## config.mk

```make
export PLATFORM = sky130hd
export DESIGN_NAME = acsu_pm_bank
export DESIGN_NICKNAME = d
export VERILOG_FILES = /design/src/rtl/acsu_pm_bank.sv
export SDC_FILE = /design/constraint.sdc
export NUM_CORES = 1
export LEC_CHECK = 0
export ABC_CLOCK_PERIOD_IN_PS = 15200
export CELL_PAD_IN_SITES_DETAIL_PLACEMENT = 1
export CELL_PAD_IN_SITES_GLOBAL_PLACEMENT = 1
export CORE_MARGIN = 4
export CORE_UTILIZATION = 49
export CTS_CLUSTER_SIZE = 12
export DETAILED_ROUTE_END_ITERATION = 8
export MAX_ROUTING_LAYER = met4
export PLACE_DENSITY = 0.9
export SLEW_MARGIN = 20
export SYNTH_ARGS = -nofsm -noshare
export SYNTH_HDL_FRONTEND = slang
export SYNTH_SLANG_ARGS = --single-unit
```

## constraint.sdc

```tcl
create_clock -name i_clk -period 15.2 [get_ports i_clk]
set_clock_uncertainty 0.15 [all_clocks]
set_input_delay 3.04 -clock i_clk [delete_from_list [all_inputs] [get_ports i_clk]]
set_output_delay 3.04 -clock i_clk [all_outputs]
set_load 0.01 [all_outputs]
```

## src/rtl/acsu_pm_bank.sv

```systemverilog
// acsu_pm_bank: Viterbi add-compare-select with path-metric bank; define ACSU_NORM_EN to enable MSB normalisation
module acsu_pm_bank #(
  parameter int K = 3,
  parameter logic [K-1:0] G0 = 3'o7,
  parameter logic [K-1:0] G1 = 3'o5,
  parameter int BM_W = 2,
  parameter int PM_W = 4
) (
  input  logic                  i_clk,
  input  logic                  i_rst_n,
  input  logic                  i_start,
  input  logic                  i_valid,
  input  logic [4*BM_W-1:0]     i_bm,
  output logic                  o_valid,
  output logic [2**(K-1)-1:0]   o_decision,
  output logic [K-2:0]          o_best_state,
  output logic [PM_W-1:0]       o_pm_min,
  output logic                  o_norm
);
  localparam int NS = 2 ** (K - 1);
  logic [PM_W-1:0] pm [NS];
  logic [PM_W-1:0] sel [NS];
  logic [PM_W-1:0] nxt [NS];
  logic [NS-1:0] dec;
  logic [K-2:0] best;
  logic [PM_W-1:0] mn;
  logic [PM_W-1:0] mn_n;
  logic norm;
  for (genvar n = 0; n < NS; n++) begin : g_acs
    localparam logic [K-2:0] S = (K-1)'(n);
    localparam logic [K-2:0] P0 = {S[K-3:0], 1'b0};
    localparam logic [K-2:0] P1 = {S[K-3:0], 1'b1};
    localparam logic [K-1:0] T0 = {S[K-2], P0};
    localparam logic [K-1:0] T1 = {S[K-2], P1};
    localparam logic [1:0] B0 = {^(G0 & T0), ^(G1 & T0)};
    localparam logic [1:0] B1 = {^(G0 & T1), ^(G1 & T1)};
    logic [PM_W:0] s0, s1;
    logic [PM_W-1:0] m0, m1;
    assign s0 = {1'b0, pm[P0]} + {{(PM_W+1-BM_W){1'b0}}, i_bm[B0*BM_W +: BM_W]};
    assign s1 = {1'b0, pm[P1]} + {{(PM_W+1-BM_W){1'b0}}, i_bm[B1*BM_W +: BM_W]};
    assign m0 = s0[PM_W] ? '1 : s0[PM_W-1:0];
    assign m1 = s1[PM_W] ? '1 : s1[PM_W-1:0];
    assign dec[n] = m1 < m0;
    assign sel[n] = dec[n] ? m1 : m0;
  end
  // minimum search over the selected metrics, lowest index wins ties
  always_comb begin
    best = '0;
    mn = sel[0];
    for (int s = 1; s < NS; s++) begin
      if (sel[s] < mn) begin
        mn = sel[s];
        best = (K-1)'(s);
      end
    end
  end
`ifdef ACSU_NORM_EN
  assign norm = mn[PM_W-1];
`else
  assign norm = 1'b0;
`endif
  assign mn_n = norm ? {1'b0, mn[PM_W-2:0]} : mn;
  // clearing every MSB once the minimum has it set subtracts 2^(PM_W-1) from all metrics
  always_comb begin
    for (int s = 0; s < NS; s++) nxt[s] = norm ? {1'b0, sel[s][PM_W-2:0]} : sel[s];
  end
  // path-metric bank and registered step outputs
  always_ff @(posedge i_clk or negedge i_rst_n) begin
    if (!i_rst_n) begin
      for (int s = 0; s < NS; s++) pm[s] <= (s == 0) ? '0 : '1;
      o_valid <= 1'b0;
      o_decision <= '0;
      o_best_state <= '0;
      o_pm_min <= '0;
      o_norm <= 1'b0;
    end else if (i_start) begin
      for (int s = 0; s < NS; s++) pm[s] <= (s == 0) ? '0 : '1;
      o_valid <= 1'b0;
    end else if (i_valid) begin
      for (int s = 0; s < NS; s++) pm[s] <= nxt[s];
      o_valid <= 1'b1;
      o_decision <= dec;
      o_best_state <= best;
      o_pm_min <= mn_n;
      o_norm <= norm;
    end else begin
      o_valid <= 1'b0;
    end
  end
endmodule

```

==> impl_metrics.tcl <==
set metrics [dict create \
    met2_length_um 4102 \
    ys_seq_area_frac 0.2319 \
    p_leak_nw 1.623 \
    top_layer "met4" \
    grt_pass1_wl_um 13680 \
    seq_area_um2 690.7 \
    critPathSlowestCell "or4_1" \
    clockPowerShare 0.072 \
    postRouteAntennaNets 0 \
    rows 28 \
    netlist_area_mm2 0.002978 \
    cts.reportedPaths.clkPinSlew_ns 0.10 \
    antenna_found_initial 0 \
    route.detailed.drc 0 \
    final_cell_mix "44 x inv_1, 43 x ha_1, 33 x nand2_1, 25 x mux2i_1" \
    ys_seq_elements 27 \
    arrival_ns 10.08 \
    path_class "primary input to register" \
    cpPeakStageDelay_ns 0.54 \
    gr-usage-all-layers 0.2385 \
    die_area_mm2 0.007388 \
    layout_commonest_cell "inv_1" \
    wl_met3_um 243 \
    drt_iter0_drc 100 \
    cts.sinks 27 \
    slew_viol_final 0 \
    synth_async_sr_flop_share 1.000 \
    rsz0062_at_grt "no" \
    clk_path_buf_depth 2 \
    syn_area_per_cell_um2 8.889 \
    hold_class "register to register" \
    min_period_over_period 0.6617 \
    num_vias 2547 \
    final-setup-viol-count 0 \
    power_density_mw_per_mm2 181.6 \
    wl_met1_um 3365 \
    yosysTopAreaCell "ha_1" \
    p_seq_frac 0.194 \
    final_cells 431 \
    finalHoldViolations 0 \
    wl_per_cell_um 18.36 \
    cp-start-kind "primary input" \
    ys.flop_type "dfrtp_1" \
    combPwrFrac 0.733 \
    routed_wl_um 7912 \
    gr-total-overflow 0 \
    multi_input_area_mm2 0.002074 \
    swShare 0.4888 \
    viasPerCell 5.910 \
    drive_above_1_share 0.09270 \
    period_needed_ns 10.06 \
    area_growth_pct 11.09 \
    p_switching_uw 293.6 \
    p_total_uw 600.7 \
    root_buffer "clkbuf_8" \
    syn_inst 335 \
    hold_buffers 0 \
    p_int_uw 307.1 \
    post_cts_buffers 0 \
    boundaryPins 24 \
    ir_drop_v 0.00008537 \
    die-width_um 85.96 \
    relSlewSlack 0.6215 \
    io_buffers 22 \
    cts_resized 0 \
    synth_nets 398 \
    fill_cells 704 \
    ys_warn_count 0 \
    worst_path_most_repeated_cell "ha_1" \
    drv_cap 0 \
    coreArea_mm2 0.005921 \
    gp_congestion 0.8522 \
    setup_tns_ns 0 \
    tightest_slew_ns 0.5664 \
    dp_cells 427 \
    synth_top_area_share 0.1807 \
    num_antenna_cells 0 \
    whs_ns 0.3484 \
    clock.fmax_ghz 0.09942 \
    fp.dieH_um 85.96 \
    cts_tree "done" \
    ys_types 55 \
    outcome "finished, final reports clean" \
    hpwl_um 6407 \
    crit_fanout 7 \
    cts_made_buffers 3 \
    htreeDepth 1 \
    fin_nets 420 \
    grt_max_degree 28 \
    synth_top_cells_by_area "ha_1 18%, dfrtp_1 13%, dfstp_2 11%, mux2i_1 8.4%, inv_1 5.5%" \
    initial_core_util 0.5030 \
    worstSetupEndpointType "register" \
    grt_pass1_vias 2806 \
    dr.pass1.iters 4 \
    crit_required_ns 15.22 \
    clk_latency_ns 0.28 \
    synth-edff-count 0 \
]
cell usage after synthesis, types with 3 or more instances:
| cell | number |
|---|---|
| nor2_1 | 22 |
| and3b_1 | 3 |
| a31oi_1 | 8 |
| o21a_1 | 3 |
| a21oi_1 | 14 |
| nand2b_1 | 10 |
| and2_1 | 4 |
| dfrtp_1 | 15 |
| ha_1 | 43 |
| mux2i_1 | 25 |
| nand2_1 | 33 |
| o21bai_1 | 5 |
| nor2b_1 | 5 |
| mux2_2 | 7 |
| dfstp_2 | 12 |
| fa_1 | 8 |
| o221ai_1 | 4 |
| a21o_1 | 9 |
| o21ai_0 | 16 |
| o211ai_1 | 4 |
| inv_1 | 44 |
per-layer routing:
layer  vias to the layer above  global-route usage
li1                       1219                   -
met1                      1258              0.2810
met2                        53              0.4261
met3                        17             0.02017
met4                         0             0.07770
met5                         -                   -
critical path, delay by kind of cell:
kind                       cells  cell delay, ns
adders and majority gates      6            1.65
muxes                          2            0.66
AOI/OAI and AO/OA             10            2.54
buffers and inverters          4            0.76
and+or+nand+nor                6            1.42
area by class of cell:
cell class | instances | area share
Timing Repair Buffer | 24 | 0.07110
Sequential cell | 27 | 0.2088
Tap cell | 75 | 0.02837
Clock inverter | 1 | 0.002269
Inverter | 44 | 0.04992
Clock buffer | 3 | 0.01248
Multi-Input combinational cell | 257 | 0.6271
power groups by stage:
stage | Sequential, mW | Combinational, mW | Clock, mW
floorplan | 0.116 | 0.309 | 0
global placement | 0.116 | 0.402 | 0
detailed placement | 0.117 | 0.431 | 0
CTS | 0.117 | 0.441 | 0.0439
global route | 0.120 | 0.491 | 0.0471
finish | 0.117 | 0.440 | 0.0435
cell families after synthesis:
logic type	share of synthesized area
buffers and inverters	0.07143
other	0.001259
AND/OR/NAND/NOR	0.1399
flip-flops	0.2319
AO/OA/AOI/OAI	0.1983
adder cells (fa/ha/maj)	0.2345
multiplexers	0.1227
per-stage QoR:
| step | setup WS (ns) | utilization | cell area, µm² |
|---|---|---|---|
| 2_1_floorplan | 6.403 | - | 2978 |
| 3_3_place_gp | 5.512 | 0.5505 | 3259 |
| 3_5_place_dp | 4.989 | 0.5505 | 3259 |
| 4_1_cts | 5.142 | 0.5587 | 3308 |
| 5_1_grt | 4.730 | 0.5587 | 3308 |
| 6_report | 5.142 | 0.5587 | 3308 |
sequential cells by signal (all words and copies together), names as in the netlist:
name          count
o_valid           1
o_pm_min          4
o_best_state      2
o_decision        4
pm               16
final timing paths:
| kind | start | slack [ns] | end | depth (start not counted) |
|---|---|---|---|---|
| max in group asynchronous | i_rst_n | 11.61 | pm[3] | 2 |
| hold reg to reg | o_decision[0] | 0.35 | o_decision[0] | 2 |
| min in group asynchronous | i_rst_n | 2.98 | o_decision[0] | 2 |
| hold / removal | o_decision[0] | 0.35 | o_decision[0] | 2 |
| setup / recovery | i_bm[6] | 5.14 | o_pm_min[1] | 28 |
| setup reg to reg | pm[8] | 7.83 | o_pm_min[1] | 27 |
No activity file was read; power rests on OpenSTA's default activity.
